$ cat config.mk
export PLATFORM = sky130hd
export DESIGN_NAME = lcd_spi_capture
export DESIGN_NICKNAME = d
export VERILOG_FILES = /design/src/rtl/lcd_spi_capture.sv
export SDC_FILE = /design/constraint.sdc
export NUM_CORES = 1
export LEC_CHECK = 0
export BUFFER_PORTS_ARGS = -buffer_cell sky130_fd_sc_hd__buf_2
export CORE_ASPECT_RATIO = 1.4
export CORE_MARGIN = 5
export CORE_UTILIZATION = 55
export CTS_CLUSTER_SIZE = 16
export DETAILED_ROUTE_END_ITERATION = 7
export GPL_TIMING_DRIVEN = 0
export PLACE_DENSITY = 0.72
export SLEW_MARGIN = 30
export SYNTH_ARGS = -nofsm -noshare
export SYNTH_HDL_FRONTEND = slang
export SYNTH_SLANG_ARGS = --single-unit
export TNS_END_PERCENT = 20
$ cat constraint.sdc
create_clock -name clk -period 3.75 [get_ports clk]
set_clock_uncertainty 0.15 [all_clocks]
set_input_delay 0.1875 -clock clk [delete_from_list [all_inputs] [get_ports clk]]
set_output_delay 0.1875 -clock clk [all_outputs]
set_load 0.02 [all_outputs]
$ cat src/rtl/lcd_spi_capture.sv
// lcd_spi_capture: passive snooper for a write-only LCD SPI bus.
// It synchronises cs/dc/sck/mosi into clk and assembles 16-bit pixel words
// (plus 8-bit command bytes when LCD_CAPTURE_CMD_EN is defined). Captured words
// are queued in a small FIFO for a valid/ready consumer. The block also
// counts accepted pixel words and flags words dropped on a full FIFO.
// Optional feature macro: LCD_CAPTURE_CMD_EN (capture command bytes).
module lcd_spi_capture #(
    parameter int FIFO_DEPTH = 4,
    parameter int W_PIXCOUNT = 24
) (
    input  logic                  clk,
    input  logic                  rst_n,
    input  logic                  lcd_cs,
    input  logic                  lcd_dc,
    input  logic                  lcd_sck,
    input  logic                  lcd_mosi,
    output logic [15:0]           out_data,
    output logic                  out_is_cmd,
    output logic                  out_valid,
    input  logic                  out_ready,
    output logic                  overflow,
    input  logic                  clr_overflow,
    output logic [W_PIXCOUNT-1:0] pixel_count
);

    localparam int AW = $clog2(FIFO_DEPTH);
    localparam int CW = $clog2(FIFO_DEPTH + 1);
    localparam logic [CW-1:0] FULL_LEVEL = CW'(FIFO_DEPTH);

    // Synchroniser bit order is {cs, dc, sck, mosi}; cs idles high (deselected)
    localparam logic [3:0] SYNC_RST = 4'b1000;

    typedef enum logic {ST_IDLE, ST_SHIFT} state_t;

    logic [3:0]  sync_meta, sync_q;
    logic        cs_s, dc_s, sck_s, mosi_s;
    logic        sck_prev, sck_rise;

    state_t      state, state_next;
    logic        shift_active;

    logic [4:0]  bit_cnt, cnt_inc;
    logic [15:0] shift_reg, shift_in;
    logic        bit_en, word_done;
    logic        push_req, push_is_data;
    logic [15:0] push_data;

    logic [15:0]   mem_data [FIFO_DEPTH];
    logic [AW-1:0] wr_ptr, rd_ptr;
    logic [CW-1:0] count;
    logic          full, push_ok, pop;

    // Two-flop synchronisers for the SPI pins, plus last sck sample for edge detect
    always_ff @(posedge clk or negedge rst_n) begin
        if (!rst_n) begin
            sync_meta <= SYNC_RST;
            sync_q    <= SYNC_RST;
            sck_prev  <= 1'b0;
        end else begin
            // NOTE: non-blocking so each stage samples the pre-edge value of the
            // previous one; blocking would merge both stages into a single flop.
            sync_meta <= {lcd_cs, lcd_dc, lcd_sck, lcd_mosi};
            sync_q    <= sync_meta;
            sck_prev  <= sck_s;
        end
    end

    assign {cs_s, dc_s, sck_s, mosi_s} = sync_q;
    assign sck_rise = sck_s & ~sck_prev;

    // Frame state register
    always_ff @(posedge clk or negedge rst_n) begin
        if (!rst_n) begin
            state <= ST_IDLE;
        end else begin
            state <= state_next;
        end
    end

    // Frame is open while synced cs is low
    always_comb begin
        // NOTE: default first, so every path assigns state_next and no latch appears.
        state_next = state;
        case (state)
            ST_IDLE:  if (!cs_s) state_next = ST_SHIFT;
            ST_SHIFT: if (cs_s)  state_next = ST_IDLE;
            default:  state_next = ST_IDLE;
        endcase
    end

    assign shift_active = (state == ST_SHIFT) && !cs_s;
    assign shift_in     = {shift_reg[14:0], mosi_s};

`ifdef LCD_CAPTURE_CMD_EN
    logic word_cmd, push_cmd, bit_first, cur_cmd;

    // Word type locks at bit 0; a dc flip mid-word restarts the word at this bit
    always_comb begin
        bit_first = (bit_cnt == 5'd0) || (dc_s == word_cmd);
        cur_cmd   = bit_first ? ~dc_s : word_cmd;
        cnt_inc   = bit_first ? 5'd1 : bit_cnt + 5'd1;
        bit_en    = 1'b1;
        word_done = cur_cmd ? (cnt_inc == 5'd8) : (cnt_inc == 5'd16);
    end

    assign push_is_data = !push_cmd;
`else
    // Pixel data only: a dc=0 bit is not counted and abandons any partial word
    always_comb begin
        cnt_inc   = bit_cnt + 5'd1;
        bit_en    = dc_s;
        word_done = (cnt_inc == 5'd16);
    end

    assign push_is_data = 1'b1;
`endif

    // Bit assembly; a completed word is handed to the FIFO one cycle later
    always_ff @(posedge clk or negedge rst_n) begin
        if (!rst_n) begin
            bit_cnt   <= '0;
            shift_reg <= '0;
            push_req  <= 1'b0;
            push_data <= '0;
`ifdef LCD_CAPTURE_CMD_EN
            word_cmd  <= 1'b0;
            push_cmd  <= 1'b0;
`endif
        end else begin
            push_req <= 1'b0;
            if (!shift_active) begin
                bit_cnt <= '0;
            end else if (sck_rise) begin
                if (!bit_en) begin
                    bit_cnt <= '0;
                end else begin
                    shift_reg <= shift_in;
`ifdef LCD_CAPTURE_CMD_EN
                    word_cmd  <= cur_cmd;
`endif
                    if (word_done) begin
                        bit_cnt  <= '0;
                        push_req <= 1'b1;
`ifdef LCD_CAPTURE_CMD_EN
                        push_cmd  <= cur_cmd;
                        push_data <= cur_cmd ? {8'h00, shift_in[7:0]} : shift_in;
`else
                        push_data <= shift_in;
`endif
                    end else begin
                        bit_cnt <= cnt_inc;
                    end
                end
            end
        end
    end

    assign full      = (count == FULL_LEVEL);
    assign push_ok   = push_req && !full;
    assign out_valid = (count != '0);
    assign pop       = out_valid && out_ready;

    // FIFO storage write port
    // NOTE: storage is deliberately not reset; only pointers and count are, and
    // the head is masked to zero while the FIFO is empty.
    always_ff @(posedge clk) begin
        if (push_ok) mem_data[wr_ptr] <= push_data;
    end

`ifdef LCD_CAPTURE_CMD_EN
    logic mem_cmd [FIFO_DEPTH];

    // Word-type storage alongside each FIFO entry
    always_ff @(posedge clk) begin
        if (push_ok) mem_cmd[wr_ptr] <= push_cmd;
    end

    assign out_is_cmd = out_valid && mem_cmd[rd_ptr];
`else
    assign out_is_cmd = 1'b0;
`endif

    assign out_data = out_valid ? mem_data[rd_ptr] : 16'h0000;

    // FIFO pointers and occupancy; a push on full is dropped even if a pop happens
    always_ff @(posedge clk or negedge rst_n) begin
        if (!rst_n) begin
            wr_ptr <= '0;
            rd_ptr <= '0;
            count  <= '0;
        end else begin
            if (push_ok) wr_ptr <= wr_ptr + AW'(1);
            if (pop)     rd_ptr <= rd_ptr + AW'(1);
            case ({push_ok, pop})
                2'b10:   count <= count + CW'(1);
                2'b01:   count <= count - CW'(1);
                default: count <= count;
            endcase
        end
    end

    // Pixel counter and sticky overflow (a drop wins over a clear)
    always_ff @(posedge clk or negedge rst_n) begin
        if (!rst_n) begin
            pixel_count <= '0;
            overflow    <= 1'b0;
        end else begin
            if (push_ok && push_is_data) pixel_count <= pixel_count + W_PIXCOUNT'(1);
            if (push_req && full) begin
                overflow <= 1'b1;
            end else if (clr_overflow) begin
                overflow <= 1'b0;
            end
        end
    end

endmodule

==> flow_metrics.env <==
export IMPL_yosys_cell_types_count=47
export IMPL_slew_viol_final=0
export IMPL_r2r_start="count[0]"
export IMPL_netlist_instances=385
export IMPL_hold_path_class="in2reg"
export IMPL_worstPathMaxFanout=6
export IMPL_synth_edff_count=64
export IMPL_die_area_sq_mm=0.01260
export IMPL_synthMuxAreaShare=0.1019
export IMPL_start_kind="flip-flop"
export IMPL_core_area_sq_mm=0.01029
export IMPL_cts_tree="done"
export IMPL_regMostFlops="mem_data"
export IMPL_final_cell_area_sq_mm=0.006854
export IMPL_clock_latency_ns=0.41
export IMPL_die_y_um=130.8
export IMPL_worstPathCellList="or3b_2, and2_1, clkbuf_1, inv_1, ha_1, inv_1, fa_1, xor2_1, nor2_1, xor2_1"
export IMPL_yosys_area_share_adder=0.01877
export IMPL_crit_cells=10
export IMPL_peakVddDrop_v=0.0003935
export IMPL_finalNetCount=476
export IMPL_start_util=0.5570
export IMPL_grt_pass1_wl_um=16680
export IMPL_crit_end="count[2]"
export IMPL_grt_pass1_vias=3367
export IMPL_critPathBufInv=3
export IMPL_rows=44
export IMPL_tns_ns=0
export IMPL_largest_reg_flops=64
export IMPL_synth_area_leader_cell="dfrtp_1"
export IMPL_yosysSeqAreaShare=0.6803
export IMPL_routed_wl_um=9695
export IMPL_vias=3198
export IMPL_synth_area_leaders="dfrtp_1 (34%), edfxtp_1 (34%), mux4_2 (6.3%), nand2_1 (4.1%), xnor2_1 (2.6%)"
export IMPL_dr_first_iter_drc_count=213
export IMPL_max_slew_margin=0.3903
export IMPL_crit_path_max_incr_delay_ns=0.53
export IMPL_period_share=0.7273
export IMPL_syn2layout_area_growth_pct=19.53
export IMPL_synth_nets=401
export IMPL_die_x_um=96.30
export IMPL_slowest_stage="or3b_2"
export IMPL_setup_violations_final=0
export IMPL_placed_cell_area_sq_mm=0.006182
export IMPL_busiest_layer="met2"
export IMPL_synth_compound_area_frac=0.01462
export IMPL_place_congestion=0.8007
export IMPL_hold_viol=0
export IMPL_status="complete, no violations"
export IMPL_grt_overflow_total=0
export IMPL_reg2regPathDepth=10
export IMPL_grtUsageMet2=0.3005
export IMPL_antenna_left=0
export IMPL_drc=0
export IMPL_path_clk_slew_ns=0.06
export IMPL_r2r_end="count[2]"
export IMPL_post_drt_wl_per_cell_um=15.87
export IMPL_multi_input_area_sq_mm=0.001724
export IMPL_clock_path_buffers=2
export IMPL_diodes=0
export IMPL_numClockSinks=143
export IMPL_worstSetupEndpointType="flip-flop"
export IMPL_clock_root_buffer="clkbuf_16"
export IMPL_power_mw=3.946
export IMPL_use_met1=0.2140
export IMPL_synth_area_sq_mm=0.005734
export IMPL_seq_area_sq_mm=0.003901
export IMPL_io_pins=51
export IMPL_cts_setup_buffers=0
export IMPL_use_met3=0.04868
export IMPL_hpwlAfterDp_um=6510
export IMPL_cp_top_family="simple AND/OR/NAND/NOR gates"
export IMPL_leakage_nw=2.760
export IMPL_ys_ff_latch=143
export IMPL_synth_top_family_by_area="simple AND/OR/NAND/NOR gates"
export IMPL_setup_slack_ns=1.023
export IMPL_crit_type="reg2reg"
export IMPL_vias_per_cell=5.234
export IMPL_grt_max_degree=53
export IMPL_synthArstFlopShare=0.5524
export IMPL_top_regs="mem_data: 64 flops, pixel_count: 24 flops, push_data: 16 flops"
export IMPL_finalCriticalPeriod_ns=2.727
export IMPL_grt_util_all_layers=0.1758
export IMPL_arrival_ns=2.91
export IMPL_r2r_slack_ns=1.02
export IMPL_yosys_warnings=0
export IMPL_crit_path_start="count[0]"
export IMPL_max_freq_mhz=366.7
export IMPL_required_ns=3.93
export IMPL_post_place_ws_ns=1.060
export IMPL_synth_main_ff_cell="dfrtp_1"
export IMPL_tightest_slew_ns=0.9146
export IMPL_syn_area_per_cell_sq_um=14.89
export IMPL_synth_simple_area_share=0.1204
export IMPL_power_density_mw_per_mm2=575.7
export IMPL_drv_cap=0
export IMPL_synth_xor_area_frac=0.04429
export IMPL_dr_pass1_iters=4
export IMPL_num_fill_cells=739
export IMPL_antenna_found_initial=0
export IMPL_drive_gt1_frac=0.2600
export IMPL_htreeDepth=4
export IMPL_cts_inserted_buffers=17
export IMPL_rsz0062_at_grt="false"
export IMPL_io_buffers=49
export IMPL_synth_top_area_share=0.3360
-- through the flow --
| stage | hold WS (ns) | cells | utilization |
|---|---|---|---|
| after global placement | 0.1428 | 572 | 0.5976 |
| after CTS | 0.06406 | 611 | 0.6658 |
| after floorplan | -0.2581 | 385 | - |
| after global routing | 0.08154 | 611 | 0.6658 |
| final | 0.06911 | 611 | 0.6658 |
| after detailed placement | -0.01150 | 573 | 0.6005 |
-- timing repair --
action | 4_1_cts | 5_1_grt
endpoints found under the setup margin | 0 | 0
hold buffers | 6 | 0
hold endpoints to repair | 82 | 0
resized for setup | 0 | 0
-- metal layers --
layer | part of all wire | up-vias | wire length (um)
met3 | 0.045 | 5 | 438
li1 | - | 1520 | -
met1 | 0.41 | 1594 | 4000
met2 | 0.53 | 79 | 5163
met4 | 0.0095 | 0 | 92
met5 | 0 | - | 0
-- worst register-to-register path: stages (launching register included) --
cell and delay (ns):
dfrtp_1 0.44, or3b_2 0.53, and2_1 0.17, clkbuf_1 0.16
inv_1 0.15, ha_1 0.21, inv_1 0.06, fa_1 0.37
xor2_1 0.15, nor2_1 0.11, xor2_1 0.15
-- power breakdown --
group	total (mW)	switching (mW)	internal, mW
logic	0.542	0.322	0.220
registers	1.71	0.0349	1.67
clock network	1.70	0.596	1.10
-- placed cells by master (no fill, tap or decap), drive strengths merged, types with 4 or more instances in the layout --
cell type    netlist  routed
buf                6      56
o21ai              5       5
xnor2             17      17
nor2               5       5
mux2              16      16
mux4              16      16
xor2              12      12
nand2             62      62
clkinv             0       4
nand4              8       8
nand3             13      13
edfxtp            64      64
ha                 7       7
nor3               7       7
and2              18      18
clkbuf             6      28
inv               11      12
dlygate4sd3        0       6
dfrtp             77      77
and3               8       8
-- kinds of logic (layout without fill, tap and decap cells) --
family	after synthesis	in the layout
other	1	1
buffers and inverters	23	111
and+or+nand+nor	136	136
adders and majority gates	8	8
AOI/OAI and AO/OA	12	12
DFF	143	143
xor gates and xnor gates	29	29
muxes	33	33
-- layout make-up --
cell class / count / area share
buffer: 12 / 0.009858
clock buffer: 22 / 0.06937
clock inverter: 10 / 0.01990
inverter: 11 / 0.006024
multi-input combinational: 219 / 0.2516
sequential: 143 / 0.5692
tap: 138 / 0.02519
timing repair buffer: 56 / 0.04892
-- Yosys cell counts (all sizes together), types with 7 or more instances --
cell	count
and2	18
and3	8
dfrtp	77
edfxtp	64
ha	7
inv	11
mux2	16
mux4	16
nand2	62
nand3	13
nand4	8
nor3	7
xnor2	17
xor2	12
-- worst min-delay path by stage --
| stage | slack, ns | cells past startpoint | end | from |
|---|---|---|---|---|
| 3_3_place_gp | 0.14 | 1 | sync_meta[3] | lcd_cs |
| 6_report | 0.07 | 3 | rd_ptr[0] | out_ready |
| 2_1_floorplan | -0.26 | 0 | bit_cnt[0] | rst_n |
| 3_5_place_dp | -0.01 | 1 | sync_meta[0] | rst_n |
| 5_1_grt | 0.08 | 3 | rd_ptr[0] | out_ready |
| 4_1_cts | 0.06 | 3 | rd_ptr[0] | out_ready |
Power figures use the tool's default switching activity.
